File: config.mk
export PLATFORM = sky130hd
export DESIGN_NAME = wdata_memory
export DESIGN_NICKNAME = d
export VERILOG_FILES = /design/src/rtl/wdmem_pkg.sv /design/src/rtl/wdmem_ram.sv /design/src/rtl/wdata_memory.sv
export SDC_FILE = /design/constraint.sdc
export NUM_CORES = 1
export LEC_CHECK = 0
export ABC_AREA = 1
export CORE_MARGIN = 2
export CORE_UTILIZATION = 39
export DETAILED_ROUTE_END_ITERATION = 8
export GPL_TIMING_DRIVEN = 1
export PLACE_DENSITY = 0.85
export SYNTH_ARGS = -nofsm -noshare
export SYNTH_HDL_FRONTEND = slang
export SYNTH_HIERARCHICAL = 1
export SYNTH_SLANG_ARGS = --single-unit
File: constraint.sdc
create_clock -name clk -period 3.21 [get_ports clk]
set_clock_uncertainty 0.05 [all_clocks]
set_input_delay 0.963 -clock clk [delete_from_list [all_inputs] [get_ports clk]]
set_output_delay 0.963 -clock clk [all_outputs]
set_load 0.02 [all_outputs]
File: src/rtl/wdmem_pkg.sv
// Shared definitions for the result write-back memory: fill-state encoding
// and default geometry.
package wdmem_pkg;

  localparam int DEF_DATA_W = 32;
  localparam int DEF_DEPTH  = 1024;

  // Fill level of the write-back memory
  typedef enum logic [1:0] {
    EMPTY = 2'd0,
    FILL  = 2'd1,
    FULL  = 2'd2
  } state_t;

endpackage

File: src/rtl/wdmem_ram.sv
// Inferred simple dual-port RAM: one write port, one registered read-first
// read port. The read port exists only when WDATA_MEMORY_READBACK_EN is defined.
module wdmem_ram #(
  parameter int DATA_W = 32,
  parameter int DEPTH  = 1024,
  parameter int ADDR_W = $clog2(DEPTH)
) (
  input  logic              clk,
  input  logic              wr_en,
  input  logic [ADDR_W-1:0] wr_addr,
  input  logic [DATA_W-1:0] wr_data
`ifdef WDATA_MEMORY_READBACK_EN
  ,
  input  logic              rst_n,
  input  logic              rd_en,
  input  logic [ADDR_W-1:0] rd_addr,
  output logic [DATA_W-1:0] rd_data
`endif
);

  logic [DATA_W-1:0] mem [DEPTH];

  // Write port: the word lands in the array at the accepting edge
  always_ff @(posedge clk) begin
    if (wr_en) begin
      mem[wr_addr] <= wr_data;
    end
  end

`ifdef WDATA_MEMORY_READBACK_EN
  // Registered read; a same-address write in the same cycle returns old data
  always_ff @(posedge clk or negedge rst_n) begin
    if (!rst_n) begin
      rd_data <= '0;
    end else if (rd_en) begin
      rd_data <= mem[rd_addr];
    end
  end
`else
  // Without readback the array is write-only; keep one word referenced
  logic unused_mem_word;
  assign unused_mem_word = ^mem[0];
`endif

endmodule

File: src/rtl/wdata_memory.sv
// Sequential result write-back memory. Accepts words over valid/ready and
// stores them at auto-incrementing addresses, tracking fill level, full and
// overflow. WRAP=1 keeps accepting when full, overwriting from address 0.
// Optional readback port enabled by the macro WDATA_MEMORY_READBACK_EN;
// without it rd_data reads 0 and rd_en/rd_addr are ignored.
module wdata_memory
  import wdmem_pkg::*;
#(
  parameter int DATA_W = DEF_DATA_W,
  parameter int DEPTH  = DEF_DEPTH,
  parameter int ADDR_W = $clog2(DEPTH),
  parameter int WRAP   = 0
) (
  input  logic              clk,
  input  logic              rst_n,
  input  logic              clear,
  input  logic              wr_valid,
  input  logic [DATA_W-1:0] wr_data,
  output logic              wr_ready,
  output logic [ADDR_W-1:0] wr_addr,
  output logic [ADDR_W:0]   count,
  output logic              full,
  output logic              overflow,
  input  logic              rd_en,
  input  logic [ADDR_W-1:0] rd_addr,
  output logic [DATA_W-1:0] rd_data
);

  localparam logic [ADDR_W:0] COUNT_MAX = (ADDR_W+1)'(DEPTH);

  state_t            state_reg, state_next;
  logic [ADDR_W-1:0] wr_addr_reg, wr_addr_next;
  logic [ADDR_W:0]   count_reg, count_next;
  logic              overflow_reg, overflow_next;
  logic              accept;
  logic              mem_we;

  // ready comes only from registered state, never from wr_valid
  assign wr_ready = !((state_reg == FULL) && (WRAP == 0));
  assign accept   = wr_valid && wr_ready;
  // clear discards a coincident word, so memory is not written
  assign mem_we   = accept && !clear;

  assign wr_addr  = wr_addr_reg;
  assign count    = count_reg;
  assign full     = (state_reg == FULL);
  assign overflow = overflow_reg;

  // Pointer, count, fill state and overflow registers
  always_ff @(posedge clk or negedge rst_n) begin
    if (!rst_n) begin
      state_reg    <= EMPTY;
      wr_addr_reg  <= '0;
      count_reg    <= '0;
      overflow_reg <= 1'b0;
    end else begin
      state_reg    <= state_next;
      wr_addr_reg  <= wr_addr_next;
      count_reg    <= count_next;
      overflow_reg <= overflow_next;
    end
  end

  // Next-state: clear dominates; an accept advances the pointer modulo DEPTH
  always_comb begin
    state_next    = state_reg;
    wr_addr_next  = wr_addr_reg;
    count_next    = count_reg;
    overflow_next = overflow_reg;
    if (clear) begin
      state_next    = EMPTY;
      wr_addr_next  = '0;
      count_next    = '0;
      overflow_next = 1'b0;
    end else if (accept) begin
      wr_addr_next = wr_addr_reg + ADDR_W'(1);
      if (count_reg != COUNT_MAX) begin
        count_next = count_reg + (ADDR_W+1)'(1);
      end
      case (state_reg)
        EMPTY, FILL: state_next = (count_next == COUNT_MAX) ? FULL : FILL;
        // Only reachable with WRAP=1: an accept here overwrites old data
        FULL:        overflow_next = 1'b1;
        default:     state_next = EMPTY;
      endcase
    end
  end

  wdmem_ram #(
    .DATA_W (DATA_W),
    .DEPTH  (DEPTH),
    .ADDR_W (ADDR_W)
  ) u_ram (
    .clk     (clk),
    .wr_en   (mem_we),
    .wr_addr (wr_addr_reg),
    .wr_data (wr_data)
`ifdef WDATA_MEMORY_READBACK_EN
    ,
    .rst_n   (rst_n),
    .rd_en   (rd_en),
    .rd_addr (rd_addr),
    .rd_data (rd_data)
`endif
  );

`ifndef WDATA_MEMORY_READBACK_EN
  logic unused_rd_inputs;
  assign unused_rd_inputs = ^{rd_en, rd_addr};
  assign rd_data = '0;
`endif

endmodule

# Word-level counts from Yosys, hierarchy flattened

Index checks and enable logic that the tools add are counted.

Eq/ne operators: 5
$add $sub $neg: 2
Reduce and logical (&&, ||, !) cells: 8
Mux-type cells: 14

Operator list:

| operator                                            | count |
|---|---|
| 2-to-1 mux 11 bit                                   | 5 |
| 2-to-1 mux 10 bit                                   | 2 |
| adder 11 x 1 -> 11 bit, second input constant       | 1 |
| equality test 11 bit, second input constant         | 1 |
| != test 11 bit, second input constant               | 1 |
| adder 10 x 1 -> 10 bit, second input constant       | 1 |
| 2-to-1 mux 2 bit                                    | 3 |
| one-hot mux 2 bit (2 select lines)                  | 1 |
| AND reduction 2 bit                                 | 2 |
| nonzero test 2 bit                                  | 2 |
| 2-to-1 mux 1 bit                                    | 3 |
| equality test 2 x 1 -> 1 bit, second input constant | 1 |
| equality test 2 bit, second input constant          | 1 |
| zero test 2 bit                                     | 1 |
| != test 2 bit, second input constant                | 1 |
| OR reduction 2 bit                                  | 1 |
| logical AND 1 bit                                   | 1 |
| zero test 1 bit                                     | 1 |

Bits of input ports: 47
Output and inout port bits: 56
Register bits: 24

# Logic depth before layout (Yosys ltp)

Depth in word-level cells: 10
Gate-level depth with buffers: 13
Depth with buffers taken out: 13

# Least setup slack after synthesis

OpenSTA, ideal clock, no wires.

Kind: flip-flop to output port
Start point: register state_reg[0]
End point: output port wr_ready
Path buffers: 0
Cell stages (with the launch flop): 3
Arrival: 0.919 ns
Setup slack: 1.278 ns
Cells stage by stage: dfrtp_1 > nor2_1 > inv_1

Word-level cells in the longest chain between the ends: 2

Ends and longest elaborated chain:

| item                     | RTL line           | source |
|---|---|---|
| start: declaration       | wdata_memory.sv:31 | `state_t state_reg, state_next;` |
| start signal: assignment | wdata_memory.sv:57 | `state_reg <= state_next;` |
| equality test 2 bit      | --                 |  |
| via full                 | wdata_memory.sv:22 | `output logic full,` |
| zero test 1 bit          | wdata_memory.sv:39 | `assign wr_ready = !((state_reg == FULL) && (WRAP == 0));` |
| end: declaration         | wdata_memory.sv:19 | `output logic wr_ready,` |

The timed path passes the listed nets, and every way through them passes these cells.

# Worst setup path after layout

Start point: register state_reg[1]
End point: output port full

Word-level cells in the longest chain between the ends: 1

Ends and longest elaborated chain:

| item                | RTL line           | source |
|---|---|---|
| equality test 2 bit | wdata_memory.sv:46 | `assign full = (state_reg == FULL);` |
| end: declaration    | wdata_memory.sv:22 |  |

Every way passes these cells.

==> run summary <==
FF+latch count, synth: 24
Met2 GRT Util: 0.234
Initial Util: 0.404
CTS tree: done
Routed Antenna Nets: 0
Peak supply drop: 119 uV
Tightest Hold Check Type: reg2reg
Standard-cell rows: 23
Worst-skew pair later-pin latency: 0.27 ns
Gpl congestion: 0.832
R2R depth: 13
Async SR Flop Fraction: 1.00
Synth Area in XOR/XNOR: 0.0108
CTS H-tree lvls: 1
Most used routing layer: met2
Setup_tns: 0 ns
Cts repair resizes: 0
Mux contribution to synthesized area: 0
Worst path arrival time: 1.52 ns
CTS root buf: clkbuf_8
CP startpoint kind: flip-flop
Number of setup buffers added after CTS: 0
Max Root-Sink Buffers: 2
Area of the core: 4000 um^2
Post-synth EDFFs: 0
Global route overflow: 0
Vias in the first global route: 1136
P per Cell Area: 361 nW/um^2
Max Cap Violations: 0
Cells after Synth: 220
Boundary pin count: 103
Synth Warn #: 6
Post-synthesis simple-gate area fraction: 0.280
Reg2reg setup slack: 1.51 ns
Area delta synth->final: 17.3%
Global Route met1 Usage: 0.194
DIE WIDTH: 68.4 um
Post-synthesis sequential area ratio: 0.372
Die Area: 4670 um^2
Run status: complete, no violations
Layout cells sized above 1: 0.0723
Design area: 1890 um^2
Final hold vios: 0
Met3 Use GR: 0.0247
RSZ-0062 raised after global routing: no
CTS sink count: 24
Most frequent cells in the layout: nand2_1, conb_1, clkdlybuf4s50_1
Largest register FFs: 11
Cell Area, Synth: 1620 um^2
Max-slew violation count: 0
Worst setup path class: reg2out
Main synth FF type: dfrtp_1
Power Total: 683 uW
DP HPWL: 2360 um
Initial antenna violation count: 0
Clock transition at path regs: 0.09 ns
DR vias/cell: 4.57
First-pass GRT wire length: 5080 um
Final nets: 300
CP Max Fanout: 3
Count of input and output buffers: 27
Syn avg cell area: 7.34 um^2
Tmin final: 2.53 ns
WL/cell: 10.7 um
DP Area: 1820 um^2
Reg2reg end: state_reg[0]
GRT Total Usage: 0.145
Period utilisation layout: 0.789
Critical Path RT: 2.20 ns
End point of the critical path: full
DR vias: 1367
Compound-Gate Fraction of Synth Area: 0.0930
Adder-cell area share of the yosys netlist: 0.0232
Setup Viol. Count Final: 0
TritonRoute pass-1 iters: 4
Crit end category: output port
Worst Setup SP: state_reg[1]
Library cells used by synthesis: 29
Largest family of logic cells by synthesized area: simple AND/OR/NAND/NOR gates
Number of buffers created by CTS: 3
Post-route DRC: 0
Worst r2r src: count[0]
Pin count of the biggest net entering global routing: 25
DIE HEIGHT: 68.4 um
# diodes: 0
Initial DRC Count: 37
Pleak: 0.000919 uW
Most common cell after layout, fill and taps aside: nand2_1
Hold Buf Count CTS: 0
F_max: 0.395 GHz
WL final: 3200 um
## stage by stage
| step | instances | hold slack (ns) | setup WS (ns) | utilization |
|---|---|---|---|---|
| 4_1_cts | 299 | 0.446 | 0.698 | 0.474 |
| 2_1_floorplan | 251 | 0.442 | 1.28 | - |
| 3_5_place_dp | 295 | 0.430 | 0.583 | 0.456 |
| 5_1_grt | 299 | 0.463 | 0.598 | 0.474 |
| 6_report | 299 | 0.440 | 0.678 | 0.474 |
| 3_3_place_gp | 295 | 0.420 | 0.624 | 0.456 |
## final cells by class
cell class / instances / area, um^2
fill: 398 / 2110
multi-input combinational: 165 / 777
tap: 50 / 62.6
sequential: 24 / 601
inverter: 28 / 105
timing repair buffer: 28 / 278
clock inverter: 1 / 30.0
clock buffer: 3 / 41.3
## routing by layer
metal  vias to the layer above  share of wire
met1                       616           0.46
li1                        694              -
met2                        48           0.47
met5                         -              0
met4                         0          0.019
met3                         9          0.053
## power by group
group	leakage [uW]	internal, uW	total, uW	switching [uW]
clock network	0.0000357	167	274	107
logic	0.000552	23.9	95.8	71.9
registers	0.000331	307	314	6.19
## worst max-delay path: stages (launching register included)
cell,delay [ns]
dfrtp_1,0.39
inv_2,0.05
nor2_1,0.16
clkdlybuf4s50_1,0.64
## cell usage after synthesis, drive strengths merged (2+ instances only)
library cell   n  area, um^2
nand2         52         195
buf           33         245
inv           27         101
nor2          25         114
dfrtp         24         601
nand3         14        80.1
o21ai         11        58.8
a21oi          6        30.0
nor3           6        30.0
o22ai          6        37.5
ha             3        37.5
nand4          2        12.5
xor2           2        17.5
## cell families (layout without fill, tap and decap cells)
logic type | after synthesis | count (layout)
adders and majority gates | 3 | 3
xor gates and xnor gates | 2 | 2
AOI/OAI and AO/OA | 26 | 26
and+or+nand+nor | 102 | 102
DFF | 24 | 24
other | 1 | 32
buffers and inverters | 62 | 60
## how the worst min path moves through the flow
| stage | start | to | slack, ns | depth (start not counted) |
|---|---|---|---|---|
| 2_1_floorplan | state_reg[1] | state_reg[1] | 0.44 | 2 |
| 3_3_place_gp | overflow | overflow | 0.42 | 2 |
| 3_5_place_dp | overflow | overflow | 0.43 | 2 |
| 4_1_cts | overflow | overflow | 0.45 | 2 |
| 5_1_grt | overflow | overflow | 0.46 | 2 |
| 6_report | overflow | overflow | 0.44 | 2 |
No activity file was read; power rests on OpenSTA's default activity.
